<file path="config.mk">
export PLATFORM = sky130hd
export DESIGN_NAME = flptadder_add_normalize
export DESIGN_NICKNAME = d
export VERILOG_FILES = /design/src/rtl/flptadder_add_normalize_pkg.sv /design/src/rtl/flptadder_mant_sum.sv /design/src/rtl/flptadder_add_normalize.sv
export SDC_FILE = /design/constraint.sdc
export NUM_CORES = 1
export LEC_CHECK = 0
export CAP_MARGIN = 20
export CORE_ASPECT_RATIO = 1.5
export CORE_UTILIZATION = 50
export CTS_BUF_LIST = sky130_fd_sc_hd__clkbuf_16
export CTS_CLUSTER_DIAMETER = 200
export DETAILED_ROUTE_END_ITERATION = 7
export GPL_ROUTABILITY_DRIVEN = 1
export PLACE_DENSITY = 0.75
export SKIP_CTS_REPAIR_TIMING = 1
export SLEW_MARGIN = 10
export SYNTH_ARGS = -nofsm -noshare
export SYNTH_HDL_FRONTEND = slang
export SYNTH_SLANG_ARGS = --single-unit
</file>
<file path="constraint.sdc">
create_clock -name clk -period 3.25 [get_ports clk]
set_input_delay 0.325 -clock clk [delete_from_list [all_inputs] [get_ports clk]]
set_output_delay 0.325 -clock clk [all_outputs]
set_load 0.01 [all_outputs]
</file>
<file path="src/rtl/flptadder_add_normalize_pkg.sv">
// Shared definitions for the 10-bit float datapath (5-bit mantissa,
// 5-bit exponent).
// Used by the adder normalise stage, compare_and_shift and the multiplier.
package flptadder_add_normalize_pkg;

    localparam int unsigned FLPT_MW   = 5;
    localparam int unsigned FLPT_EW   = 5;
    localparam int unsigned FLPT_W    = FLPT_MW + FLPT_EW;
    localparam int unsigned FLPT_EMAX = (1 << FLPT_EW) - 1;

    // Adder normalise stage state encoding
    typedef enum logic [1:0] {
        ST_IDLE = 2'd0,
        ST_ADD  = 2'd1,
        ST_NORM = 2'd2,
        ST_DONE = 2'd3
    } add_state_e;

    // Packed float word as carried between datapath stages
    typedef struct packed {
        logic [FLPT_EW-1:0] exp;
        logic [FLPT_MW-1:0] mant;
    } flpt_t;

endpackage

</file>
<file path="src/rtl/flptadder_mant_sum.sv">
// Combinational unsigned mantissa add.
// Ports: a, b   - MW-bit aligned mantissas
//        sum_c  - low MW bits of a + b
//        carry_c - carry out of the MW-bit add (sum bit MW)
module flptadder_mant_sum
    import flptadder_add_normalize_pkg::*;
#(
    parameter int unsigned MW = FLPT_MW
) (
    input  logic [MW-1:0] a,
    input  logic [MW-1:0] b,
    output logic [MW-1:0] sum_c,
    output logic          carry_c
);

    assign {carry_c, sum_c} = {1'b0, a} + {1'b0, b};

endmodule

</file>
<file path="src/rtl/flptadder_add_normalize.sv">
// Float adder add-and-normalise stage: adds two aligned mantissas at a
// common exponent, then left-shifts one bit per cycle until mantissa bit
// MW-1 is set or the exponent reaches 0. A carry out increments the
// exponent, saturating with ovf at the maximum exponent.
// Ports: clk, rst_n (sync, active low)
//        in_valid/in_ready  + shifted_m1, shifted_m2, new_e  (operands)
//        out_valid/out_ready + out_m, out_e, ovf, zero       (result)
module flptadder_add_normalize
    import flptadder_add_normalize_pkg::*;
#(
    parameter int unsigned MW = FLPT_MW,
    parameter int unsigned EW = FLPT_EW
) (
    input  logic          clk,
    input  logic          rst_n,
    input  logic          in_valid,
    output logic          in_ready,
    input  logic [MW-1:0] shifted_m1,
    input  logic [MW-1:0] shifted_m2,
    input  logic [EW-1:0] new_e,
    output logic          out_valid,
    input  logic          out_ready,
    output logic [MW-1:0] out_m,
    output logic [EW-1:0] out_e,
    output logic          ovf,
    output logic          zero
);

    localparam logic [EW-1:0] EMAX = {EW{1'b1}};

    add_state_e    state, state_next;
    logic [MW-1:0] m1_r, m1_next;
    logic [MW-1:0] m2_r, m2_next;
    logic [EW-1:0] e_r, e_next;
    logic [MW-1:0] mant_r, mant_next;
    logic [EW-1:0] exp_r, exp_next;
    logic          ovf_r, ovf_next;
    logic          zero_r, zero_next;
    logic          in_ready_r, in_ready_next;
    logic          out_valid_r, out_valid_next;

    logic [MW-1:0] sum_c;
    logic          carry_c;

    flptadder_mant_sum #(.MW(MW)) u_mant_sum (
        .a       (m1_r),
        .b       (m2_r),
        .sum_c   (sum_c),
        .carry_c (carry_c)
    );

    // State and datapath registers
    always_ff @(posedge clk) begin
        if (!rst_n) begin
            state       <= ST_IDLE;
            m1_r        <= '0;
            m2_r        <= '0;
            e_r         <= '0;
            mant_r      <= '0;
            exp_r       <= '0;
            ovf_r       <= 1'b0;
            zero_r      <= 1'b0;
            in_ready_r  <= 1'b1;
            out_valid_r <= 1'b0;
        end else begin
            state       <= state_next;
            m1_r        <= m1_next;
            m2_r        <= m2_next;
            e_r         <= e_next;
            mant_r      <= mant_next;
            exp_r       <= exp_next;
            ovf_r       <= ovf_next;
            zero_r      <= zero_next;
            in_ready_r  <= in_ready_next;
            out_valid_r <= out_valid_next;
        end
    end

    // Next-state and datapath update
    always_comb begin
        state_next = state;
        m1_next    = m1_r;
        m2_next    = m2_r;
        e_next     = e_r;
        mant_next  = mant_r;
        exp_next   = exp_r;
        ovf_next   = ovf_r;
        zero_next  = zero_r;

        case (state)
            ST_IDLE: begin
                if (in_valid && in_ready_r) begin
                    m1_next    = shifted_m1;
                    m2_next    = shifted_m2;
                    e_next     = new_e;
                    state_next = ST_ADD;
                end
            end
            ST_ADD: begin
                ovf_next   = 1'b0;
                zero_next  = 1'b0;
                exp_next   = e_r;
                mant_next  = sum_c;
                state_next = ST_DONE;
                if (carry_c) begin
                    if (e_r != EMAX) begin
                        // drop the LSB, carry becomes the leading one
                        mant_next = {carry_c, sum_c[MW-1:1]};
                        exp_next  = e_r + EW'(1);
                    end else begin
                        mant_next = '1;
                        ovf_next  = 1'b1;
                    end
                end else if (sum_c == '0) begin
                    exp_next  = '0;
                    zero_next = 1'b1;
                end else if (!sum_c[MW-1] && (e_r != '0)) begin
                    state_next = ST_NORM;
                end
            end
            ST_NORM: begin
                // exp_r is nonzero here, so the decrement never wraps
                mant_next = {mant_r[MW-2:0], 1'b0};
                exp_next  = exp_r - EW'(1);
                if (mant_r[MW-2] || (exp_r == EW'(1))) begin
                    state_next = ST_DONE;
                end
            end
            ST_DONE: begin
                if (out_ready) begin
                    state_next = ST_IDLE;
                end
            end
            default: state_next = ST_IDLE;
        endcase

        in_ready_next  = (state_next == ST_IDLE);
        out_valid_next = (state_next == ST_DONE);
    end

    assign in_ready  = in_ready_r;
    assign out_valid = out_valid_r;
    assign out_m     = mant_r;
    assign out_e     = exp_r;
    assign ovf       = ovf_r;
    assign zero      = zero_r;

endmodule
</file>
==> summary.md <==
| Metric | Value |
|---|---|
| Outcome | `finished clean` |
| Vias per inst | `5.82` |
| Worst-path clk slew | `0.05 ns` |
| Worst Reg-to-Reg Cells | `7` |
| Worst hold path class | `flop to flop` |
| Post-synthesis mux area share | `2.81%` |
| Power Density | `704 nW/µm²` |
| Post-synth EDFFs | `0` |
| Total negative slack | `0 ns` |
| Yosys warnings | `0` |
| Drt drc | `0` |
| Share of layout cells above drive strength 1 | `5.66%` |
| Core area | `3680 µm²` |
| Die area | `4090 µm²` |
| Grt total ovfl | `0` |
| 1st-pass router iterations | `4` |
| Post-DP HPWL | `3480 µm` |
| # port buffers | `32` |
| Setup Skew | `0.00338 ns` |
| WS Path Type | `flop to flop` |
| Mapped Nets | `274` |
| Relative slew slack | `50.9%` |
| Final worst-path cycle share | `70.0%` |
| Post-synthesis xor/xnor area fraction | `0.915%` |
| RR Startpoint | `m1_r[0]$_SDFFE_PN0P_` |
| Cell taking the most area after synthesis | `dfxtp_1` |
| Largest family of logic cells by synthesized area | `compound AO/OA/AOI/OAI gates` |
| Crit Path Max Fanout | `4` |
| FF-to-FF setup slack | `0.98 ns` |
| Synth top cells by count | `42 x nand2_1, 31 x dfxtp_1, 22 x a21oi_1, 14 x ha_1, 14 x nor2_1` |
| Fill cell count | `341` |
| Largest net degree at the start of global routing | `23` |
| Reg2reg end | `out_valid$_SDFF_PN0_` |
| Total Power | `1.67 mW` |
| Slew Viols, Final | `0` |
| Drt wl/cell | `15.0 µm` |
| Vias in the first global route | `1,766` |
| Core Rows | `27` |
| Fmax | `440 MHz` |
| Drt total wl | `4620 µm` |
| Distinct cells, synth | `57` |
| Worst slew pin tran | `0.736 ns` |
| Peak VDD IR | `0.000552 V` |
| CTS Sinks | `31` |
| Via count | `1,794` |
| Post-route ant nets | `0` |
| Placed Instances | `300` |
| # IOs | `33` |
| Total leakage power | `0.915 nW` |
| Worst EP arrival | `2.44 ns` |
| Number of max-cap violations | `0` |
| Critical path destination | `out_valid$_SDFF_PN0_` |
| Start point of the critical path | `m1_r[0]$_SDFFE_PN0P_` |
| CP cell instances | `ha_1 > fa_1 > a21o_1 > a2111oi_0 > a41o_1 > a31oi_2 > and2_1` |
| Finish-stage setup viols | `0` |
| Tot GR Track Use | `25.0%` |
| Initial antenna violation count | `0` |
| Die height | `77.8 µm` |
| Asr flop ratio synth | `0%` |
| TritonCTS buffer count | `5` |
| Clock buffer depth | `2` |
| Mapped Area | `1910 µm²` |
| Synth Instances | `240` |
| Req. time, crit path | `3.42 ns` |
| CP Capture Type | `flop` |
| RSZ-0062 raised after global routing | `no` |
| Syn Area/Cell | `7.98 µm²` |
| Most common cell in the netlist | `nand2_1` |
| Area delta synth->final | `23.8%` |
| RePlAce Congestion | `0.903` |
| Crit path largest cell delay | `0.44 ns` |
| Max H-tree Level | `2` |
| DRT iter0 DRCs | `76` |
| Final nets | `298` |
| Main synth FF type | `dfxtp_1` |
| TritonCTS clock tree | `built` |
| Clock Latency Late Sink | `0.28 ns` |
| Hold Fails Final Rpt | `0` |
| Critical path launch point type | `flop` |
| Tmin final | `2.27 ns` |
| Yosys top cell area share | `32.4%` |
| CTS Root Buffer Type | `clkbuf_16` |
| Top cells by area, synth | `dfxtp_1 32%, ha_1 9.2%, nand2_1 8.2%` |
| Sequential fraction of the synthesis area | `32.4%` |
| Global-route wire length before repair | `7690 µm` |
| Diodes inserted | `0` |
| Simple-gate share of the synthesized area | `22.3%` |
| Initial Util | `52.0%` |
| FF+latch count, synth | `31` |
| Compound-Gate Fraction of Synth Area | `25.9%` |
| Die Span X | `52.5 µm` |
| Adder-cell share of the synthesized area | `10.2%` |
| Final Non-Filler Cells | `308` |
| Critical-path top delay cell | `a2111oi_0` |
[critical path, delay by kind of cell (launching register included)]
family	cells	cell delay, ns
adders and majority gates	2	0.65
DFF	1	0.31
AOI/OAI and AO/OA	4	1.03
and+or+nand+nor	1	0.17
[power breakdown]
part	total (mW)	switching [mW]	internal [mW]
clock network	0.441	0.162	0.279
registers	0.530	0.0729	0.457
logic	0.698	0.402	0.295
[per-layer routing]
layer / vias to the layer above / global-route usage [%] / share of wire [%]
met4: 0 / 10.8 / 2.4
li1: 914 / - / -
met1: 835 / 26.5 / 41
met2: 34 / 45.1 / 54
met5: - / 0 / 0
met3: 11 / 5.29 / 2.8
[cell families after synthesis]
| group | Yosys count |
|---|---|
| xor gates and xnor gates | 2 |
| adders and majority gates | 15 |
| muxes | 5 |
| buffers and inverters | 27 |
| and+or+nand+nor | 90 |
| AOI/OAI and AO/OA | 70 |
| DFF | 31 |
[final cells by class]
type,instances,area [µm²],share of cell area [%]
flip-flops and latches,31,621,26.2
inverters,12,45.0,1.90
clock buffers,5,125,5.28
clock inverters,3,15.0,0.634
repair buffers,32,320,13.5
multi-input cells,182,1190,50.2
well taps,43,53.8,2.27
[worst min path at each step]
stage	startpoint	endpoint	slack, ns	depth (start not counted)
global placement	m2_r[3]$_SDFFE_PN0P_	m2_r[3]$_SDFFE_PN0P_	0.45	2
CTS	m2_r[3]$_SDFFE_PN0P_	m2_r[3]$_SDFFE_PN0P_	0.46	2
detailed placement	m2_r[3]$_SDFFE_PN0P_	m2_r[3]$_SDFFE_PN0P_	0.45	2
finish	m2_r[3]$_SDFFE_PN0P_	m2_r[3]$_SDFFE_PN0P_	0.46	2
global route	m1_r[0]$_SDFFE_PN0P_	m1_r[0]$_SDFFE_PN0P_	0.49	2
floorplan	m2_r[0]$_SDFFE_PN0P_	m2_r[0]$_SDFFE_PN0P_	0.44	2
[metrics by stage]
| step | hold WS (ns) | utilization, % | area [µm²] | worst slack [ns] |
|---|---|---|---|---|
| after detailed placement | 0.454 | 60.6 | 2230 | 1.04 |
| final | 0.460 | 64.4 | 2370 | 0.976 |
| after global placement | 0.447 | 60.6 | 2230 | 1.04 |
| after floorplan | 0.440 | - | 1910 | 1.21 |
| after global routing | 0.487 | 64.4 | 2370 | 0.920 |
| after CTS | 0.461 | 64.4 | 2370 | 1.03 |
[placed cells by master, fill, tap and decap left out, types with 4 or more instances in the layout]
master,n
nand2_1,42
nand3_1,8
nor3_1,5
inv_1,12
and2_1,4
clkdlybuf4s50_1,32
dfxtp_1,31
a31oi_1,5
nor2_1,14
clkbuf_16,5
ha_1,14
o21ai_0,5
a21oi_1,22
[state kept, by name, summed over array words and instances (netlist names)]
name,cells
zero,1
out_m,5
e_r,5
m1_r,5
m2_r,5
out_valid,1
state,2
ovf,1
in_ready,1
out_e,5
(Power assumes the default switching activity.)
